[src/rtl/mirror_range_scanner.sv]
`timescale 1ns/1ps
// -----------------------------------------------------------------------------
// mirror_range_scanner
//
// Bus slave that counts the decimal palindromes ("mirror numbers") in the
// inclusive range [LOW, HIGH]. It does this with a sequenced engine: one
// candidate at a time, one decimal digit of that candidate per clock.
//
// Optional build macro: MIRROR_IRQ_EN (adds the oIrq port and the irq_en bit).
//
// Ports:
//   iClk           system clock
//   iReset_n       asynchronous active-low reset
//   iChipSelect_n  slave select, active low
//   iWrite_n       write strobe, active low
//   iRead_n        read strobe, active low
//   iAddress       register address (0 LOW, 1 HIGH, 2 CTRL/STATUS, 3 COUNT)
//   iData          write data
//   oData          registered read data, valid the cycle after the read
//   oIrq           done interrupt level (only with MIRROR_IRQ_EN)
// -----------------------------------------------------------------------------
module mirror_range_scanner #(
   parameter int DATA_W = 32,
   parameter int REV_W  = 34
) (
   input  logic              iClk,
   input  logic              iReset_n,
   input  logic              iChipSelect_n,
   input  logic              iWrite_n,
   input  logic              iRead_n,
   input  logic [1:0]        iAddress,
   input  logic [DATA_W-1:0] iData,
   output logic [DATA_W-1:0] oData
`ifdef MIRROR_IRQ_EN
   ,
   output logic              oIrq
`endif
);

   typedef enum logic [2:0] {
      S_IDLE,
      S_LOAD,
      S_DIGIT,
      S_COMPARE,
      S_DONE
   } state_t;

   state_t            state_q, state_d;
   logic [DATA_W-1:0] data_q,  data_d;
   logic [DATA_W-1:0] low_q,   low_d;
   logic [DATA_W-1:0] high_q,  high_d;
   logic [DATA_W-1:0] count_q, count_d;
   logic [DATA_W-1:0] cand_q,  cand_d;
   logic [DATA_W-1:0] temp_q,  temp_d;
   logic [REV_W-1:0]  rev_q,   rev_d;
   logic              busy_q,  busy_d;
   logic              done_q,  done_d;
   logic              err_q,   err_d;
`ifdef MIRROR_IRQ_EN
   logic              irq_en_q, irq_en_d;
   logic              irq_q,    irq_d;
`endif

   // Bus decode
   logic wr_en, rd_en, ctrl_wr, start_req, abort_req;
   assign wr_en     = !iChipSelect_n && !iWrite_n;
   assign rd_en     = !iChipSelect_n && !iRead_n;
   assign ctrl_wr   = wr_en && (iAddress == 2'd2);
   assign start_req = ctrl_wr && iData[0];
   assign abort_req = ctrl_wr && iData[1];

   // One decimal digit step: peel the least significant digit off temp and
   // append it to the reversal accumulator.
   logic [DATA_W-1:0] temp_div10;
   logic [3:0]        digit;
   logic [REV_W-1:0]  rev_step;
   assign temp_div10 = temp_q / DATA_W'(10);
   assign digit      = 4'(temp_q - temp_div10 * DATA_W'(10));
   assign rev_step   = rev_q * REV_W'(10) + REV_W'(digit);

   logic              irq_en_bit;
   logic [DATA_W-1:0] status;
`ifdef MIRROR_IRQ_EN
   assign irq_en_bit = irq_en_q;
`else
   assign irq_en_bit = 1'b0;
`endif
   assign status = {{(DATA_W-4){1'b0}}, irq_en_bit, err_q, done_q, busy_q};

   always_comb begin
      state_d = state_q;
      data_d  = data_q;
      low_d   = low_q;
      high_d  = high_q;
      count_d = count_q;
      cand_d  = cand_q;
      temp_d  = temp_q;
      rev_d   = rev_q;
      busy_d  = busy_q;
      done_d  = done_q;
      err_d   = err_q;
`ifdef MIRROR_IRQ_EN
      irq_en_d = irq_en_q;
      irq_d    = irq_q;
`endif

      // Register reads: oData only changes on a sampled read
      if (rd_en) begin
         case (iAddress)
            2'd0:    data_d = low_q;
            2'd1:    data_d = high_q;
            2'd2:    data_d = status;
            default: data_d = count_q;
         endcase
      end

      // Range registers are frozen while a scan is running
      if (wr_en && !busy_q) begin
         if (iAddress == 2'd0) low_d  = iData;
         if (iAddress == 2'd1) high_d = iData;
      end

`ifdef MIRROR_IRQ_EN
      if (ctrl_wr) irq_en_d = iData[2];
      if (ctrl_wr || (rd_en && iAddress == 2'd2)) irq_d = 1'b0;
`endif

      case (state_q)
         S_IDLE: begin
            // A simultaneous abort cancels the start
            if (start_req && !abort_req) begin
               done_d  = 1'b0;
               err_d   = 1'b0;
               count_d = '0;
               if (low_q > high_q) begin
                  err_d   = 1'b1;
                  state_d = S_DONE;
               end else begin
                  cand_d  = low_q;
                  busy_d  = 1'b1;
                  state_d = S_LOAD;
               end
            end
         end
         S_LOAD: begin
            temp_d  = cand_q;
            rev_d   = '0;
            // Candidate 0 has no digits to reverse
            state_d = (cand_q == '0) ? S_COMPARE : S_DIGIT;
         end
         S_DIGIT: begin
            temp_d = temp_div10;
            rev_d  = rev_step;
            // Leave as soon as the last digit has been consumed
            if (temp_div10 == '0) state_d = S_COMPARE;
         end
         S_COMPARE: begin
            if ((rev_q == REV_W'(cand_q)) && (count_q != '1))
               count_d = count_q + 1'b1;
            // Stop on equality rather than on overflow so HIGH=all-ones never wraps
            if (cand_q == high_q) begin
               state_d = S_DONE;
            end else begin
               cand_d  = cand_q + 1'b1;
               state_d = S_LOAD;
            end
         end
         S_DONE: begin
            state_d = S_IDLE;
         end
         default: begin
            state_d = S_IDLE;
         end
      endcase

      // Abort preempts whatever the engine would have done this cycle,
      // including a pending COUNT increment in COMPARE.
      if (abort_req && busy_q) begin
         state_d = S_DONE;
         count_d = count_q;
      end

      // Entering DONE: the scan is over, done rises here
      if (state_d == S_DONE && state_q != S_DONE) begin
         busy_d = 1'b0;
         done_d = 1'b1;
`ifdef MIRROR_IRQ_EN
         // Setting takes priority over a same-cycle clear (e.g. the abort write)
         if (irq_en_q) irq_d = 1'b1;
`endif
      end
   end

   always_ff @(posedge iClk or negedge iReset_n) begin
      if (!iReset_n) begin
         state_q  <= S_IDLE;
         data_q   <= '0;
         low_q    <= '0;
         high_q   <= '0;
         count_q  <= '0;
         cand_q   <= '0;
         temp_q   <= '0;
         rev_q    <= '0;
         busy_q   <= 1'b0;
         done_q   <= 1'b0;
         err_q    <= 1'b0;
`ifdef MIRROR_IRQ_EN
         irq_en_q <= 1'b0;
         irq_q    <= 1'b0;
`endif
      end else begin
         state_q  <= state_d;
         data_q   <= data_d;
         low_q    <= low_d;
         high_q   <= high_d;
         count_q  <= count_d;
         cand_q   <= cand_d;
         temp_q   <= temp_d;
         rev_q    <= rev_d;
         busy_q   <= busy_d;
         done_q   <= done_d;
         err_q    <= err_d;
`ifdef MIRROR_IRQ_EN
         irq_en_q <= irq_en_d;
         irq_q    <= irq_d;
`endif
      end
   end

   assign oData = data_q;
`ifdef MIRROR_IRQ_EN
   assign oIrq  = irq_q;
`endif

endmodule

[config.mk]
export PLATFORM = sky130hd
export DESIGN_NAME = mirror_range_scanner
export DESIGN_NICKNAME = d
export VERILOG_FILES = /design/src/rtl/mirror_range_scanner.sv
export SDC_FILE = /design/constraint.sdc
export NUM_CORES = 1
export LEC_CHECK = 0
export BUFFER_PORTS_ARGS = -buffer_cell sky130_fd_sc_hd__buf_4
export CORE_ASPECT_RATIO = 0.75
export CORE_UTILIZATION = 50
export CTS_CLUSTER_DIAMETER = 40
export DETAILED_ROUTE_END_ITERATION = 16
export PLACE_DENSITY = 0.78
export SYNTH_ARGS = -nofsm -noshare
export SYNTH_HDL_FRONTEND = slang
export SYNTH_SLANG_ARGS = --single-unit
[constraint.sdc]
create_clock -name iClk -period 20.4 [get_ports iClk]
set_clock_uncertainty 0.05 [all_clocks]
set_input_delay 3.06 -clock iClk [delete_from_list [all_inputs] [get_ports iClk]]
set_output_delay 3.06 -clock iClk [all_outputs]
set_load 0.05 [all_outputs]
==> After elaboration in Yosys (flattened, before gate mapping) <==
Cells that the tools add are included.
{ "op_classes": {"addsub": 4, "n_mul": 2, "div": 1, "magnitude_cmp": 1, "eq_ne": 15, "shifts": 0, "muxes": 25, "bitwise_logic": 1, "reduce_logical": 30} }
{ "op_table": {"columns": ["cell", "n"], "rows": [
  ["$pmux 32 s2", 3],
  ["$mux 32", 5],
  ["$pmux 32 s3", 1],
  ["$pmux 34 s2", 1],
  ["$add 32x1->32 const B", 2],
  ["$logic_not 32->1", 2],
  ["$add 34x4->34", 1],
  ["$eq 34x32->1", 1],
  ["$mul 34x3->33 const B", 1],
  ["$div 32x4->32 const B", 1],
  ["$eq 32x32->1", 1],
  ["$gt 32x32->1", 1],
  ["$mul 32x3->3 const B", 1],
  ["$ne 32x32->1 const B", 1],
  ["$mux 3", 5],
  ["$pmux 3 s4", 1],
  ["$logic_and 1x1->1", 10],
  ["$mux 1", 9],
  ["$ne 2x2->1 const B", 4],
  ["$reduce_and 2->1", 4],
  ["$reduce_and 4->1", 2],
  ["$reduce_bool 2->1", 4],
  ["$eq 3x2->1 const B", 2],
  ["$logic_not 1->1", 5],
  ["11 further kinds", 11]
]} }
{ "totals": {"regBits": 232, "latch_bits": 0, "ram_bits": 0, "mem_bits_ro": 0, "inputBits": 39, "out_inout_bits": 32, "elab_cells": 90, "mem_count": 0} }

==> Depth between registers and ports, before layout <==
{ "depth": {"depth_word": 13, "ltp_mapped": 66, "ltp_nobuf": 56} }

==> Worst setup path after synthesis <==
Ideal clock, no wire load.
{ "synth_path": {"kind": "flip-flop to flip-flop", "start": "register temp_q[28]", "end": "register rev_q[27]", "arrival_ns": 13.023, "setup_slack_ns": 7.193, "stages_incl_launch_ff": 59, "path_buffers": 5, "cell_sequence": "dfrtp_1 -> buf_4 -> or2b_1 -> xnor2_1 -> a211o_2 -> buf_6 -> mux2_4 -> a21oi_2 -> a211oi_1 -> buf_2 -> a311oi_2 -> o2bb2ai_2 -> maj3_1 -> o2111ai_2 -> a2bb2oi_1 -> nor2_1 -> o21a_1 -> a311oi_2 -> (+23 left out) -> a311o_1 -> ha_1 -> nand2_1 -> a22o_1 -> a22oi_1 -> a32oi_1 -> ha_1 -> fa_1 -> xnor2_1 -> xnor2_1 -> xnor2_1 -> ha_1 -> nor2b_1 -> o21ai_1 -> clkbuf_1 -> nor2_1 -> xnor2_1 -> o21ai_0"} }
{ "synth_via": {"elab_chain_cells": 5} }
{ "synth_lines": {"columns": ["element", "line_no", "text"], "rows": [
  ["start: declaration", "54", "logic [DATA_W-1:0] temp_q, temp_d;"],
  ["start signal: assignment", "218", "temp_q <= temp_d;"],
  ["$div 32x4->32", "77", "assign temp_div10 = temp_q / DATA_W'(10);"],
  ["$mul 32x3->3", "78", "assign digit = 4'(temp_q - temp_div10 * DATA_W'(10));"],
  ["$sub 4x4->4", "78", null],
  ["$add 34x4->34", "79", "assign rev_step = rev_q * REV_W'(10) + REV_W'(digit);"],
  ["$pmux 34 s2", "128", "case (state_q)"],
  ["end signal: assignment", "219", "rev_q <= rev_d;"],
  ["end: declaration", "55", "logic [REV_W-1:0] rev_q, rev_d;"]
]} }
No other way between the ends.
A chain may end at the register's enable or synchronous reset.

==> Worst setup path after layout <==
{ "layout_path": {"start": "register temp_q[28]", "end": "register rev_q[32]"} }
The elaborated chain is that of the path after synthesis.

==> results.sh <==
export IMPL_vias_per_cell=6.51
export IMPL_grt_usage_pct=27.5
export IMPL_min_period_ps=16940
export IMPL_finalSetupTns_ps=0
export IMPL_dieHeight_um=174
export IMPL_syn_area_per_cell_um2=8.41
export IMPL_cap_violations=0
export IMPL_critPathBufInv=2
export IMPL_die_x_um=231
export IMPL_drtPass1Iterations=6
export IMPL_hold_path_class="register to register"
export IMPL_synth_area_leader_cell="dfrtp_1"
export IMPL_synth_top_area_share_pct=29.4
export IMPL_ys_ff_latch=232
export IMPL_finalHoldViolCount=0
export IMPL_port_buffers=70
export IMPL_finalNetCount=2448
export IMPL_vias=18500
export IMPL_cts_root_buf="clkbuf_16"
export IMPL_clk_path_buf_depth=3
export IMPL_dr_first_iter_drc_count=2220
export IMPL_hold_buffers=0
export IMPL_grt_max_degree=88
export IMPL_status="complete, no violations"
export IMPL_synthTopCellsByArea="dfrtp_1 (29%), ha_1 (6.3%), a21oi_1 (5.1%)"
export IMPL_wl_per_cell_um=19.8
export IMPL_yosysWarnings=0
export IMPL_hold_ws_ps=438
export IMPL_yosysSeqAreaShare_pct=29.4
export IMPL_arrival_ps=17350
export IMPL_slowest_delay_ps=1020
export IMPL_ys_flop_type="dfrtp_1"
export IMPL_critPathMostFrequentCell="xnor2_1"
export IMPL_synth_edf_count=0
export IMPL_clk_pin_slew_ps=60
export IMPL_cts_buffers=28
export IMPL_async_flop_share_pct=100
export IMPL_max_freq_mhz=59.0
export IMPL_syn_to_final_growth_pct=8.44
export IMPL_hpwl_mm=40.8
export IMPL_critPathKind="register to register"
export IMPL_period_share_pct=83.1
export IMPL_ant_nets=0
export IMPL_drcViolationCount=0
export IMPL_report_final_slew_viol_count=0
export IMPL_layout_drive_gt1_share_pct=13.0
export IMPL_grt_pass1_wl_mm=91.8
export IMPL_tritoncts="built"
export IMPL_n_antenna_cell=0
export IMPL_io_pins=71
export IMPL_start_util_pct=51.2
export IMPL_synth_top_cells_by_count="dfrtp_1 (232), nor2_1 (227), a21oi_1 (201)"
export IMPL_tightest_slew_ps=1340
export IMPL_synth_distinct_cells=127
export IMPL_grt_pass1_vias=17200
export IMPL_crit_family="compound AO/OA/AOI/OAI gates"
export IMPL_syn_num_nets=2489
export IMPL_rsz0062_at_grt="no"
export IMPL_required_ps=20810
export IMPL_antenna_found_initial=1
export IMPL_globalplace_congestion=0.940
export IMPL_ctsResizeCount=0
export IMPL_path_max_fanout=21
export IMPL_cp_start_kind="register"
export IMPL_post_cts_buffers=0
export IMPL_critPathCaptureType="register"
export IMPL_cts_max_level=1
export IMPL_syn_area_um2=19700
export IMPL_crit_slowest_cell="nor2b_1"
export IMPL_finalSetupViolations=0
export IMPL_wl_mm=56.4
export IMPL_die_area_um2=40300
export IMPL_yosysMostFrequentCell="dfrtp_1"
export IMPL_grt_ovfl_total=0
export IMPL_synthCells=2348
export IMPL_clock_sinks=232
export IMPL_clock_latency_ps=570
export IMPL_core_um2=38600
export IMPL_rows=62
export IMPL_relSlewSlack_pct=10.8
-- placed cells by master (no fill, tap or decap), types with 35 or more instances in the layout --
cell     count
a21oi_1    201
and3_1      35
buf_4       83
dfrtp_1    232
ha_1        99
inv_1       89
mux2_2      69
mux2i_1     50
nand2_1    196
nand3_1     58
nand4_1     48
nor2_1     224
nor3_1      53
o21ai_0    121
xnor2_1    106
xor2_1      71
-- sequential cells by signal, summed over array words and instances (netlist names) --
name / count
busy_q: 1
cand_q: 32
count_q: 32
done_q: 1
err_q: 1
high_q: 32
low_q: 32
oData: 32
rev_q: 34
state_q: 3
temp_q: 32
-- area by class of cell --
cell class	count	area [µm²]
clock buffers	33	781
well taps	512	641
inverters	98	368
flip-flops and latches	232	5810
repair buffers	84	638
fillers	3351	17200
clock inverters	17	225
multi-input cells	1863	12900
-- cell families after synthesis --
group,after synthesis,share of synthesized area (%)
compound gates,675,23.9
xor+xnor,180,8.13
fa+ha+maj,104,6.68
buf+inv,253,5.16
flops,232,29.4
mux,127,7.21
simple gates,777,19.5
-- path summary, 6_finish.rpt --
kind | startpoint | endpoint | slack [ps] | cells after the start
worst max-delay path | temp_q[28] | rev_q[32] | 3460 | 54
worst min-delay path | done_q | done_q | 440 | 1
worst max register to register | temp_q[28] | rev_q[32] | 3460 | 54
worst min register to register | done_q | done_q | 440 | 1
max in group asynchronous | iReset_n | temp_q[22] | 16350 | 2
min in group asynchronous | iReset_n | count_q[4] | 2440 | 1
-- per-stage QoR --
| stage | area (µm²) | worst slack [ps] | utilization (%) | std cells |
|---|---|---|---|---|
| after detailed placement | 20400 | 3800 | 52.9 | 2789 |
| after CTS | 21400 | 3790 | 55.5 | 2839 |
| after floorplan | 19700 | 7190 | - | 2348 |
| final | 21400 | 3460 | 55.5 | 2839 |
| after global placement | 20400 | 4470 | 52.9 | 2789 |
| after global routing | 21400 | 2310 | 55.5 | 2839 |
-- routing by layer --
layer	share of wire (%)	GRT usage (%)	wire length (µm)	up-vias
met1	46	42.4	26100	9017
met2	44	40.7	24700	870
met4	1.5	4.83	852	0
met5	0	0	0	-
li1	-	-	-	8522
met3	8.4	3.84	4740	87
Power is left out: the tool's default activity adds up to more than one toggle a clock period on the data nets, which glitch-free logic cannot reach.
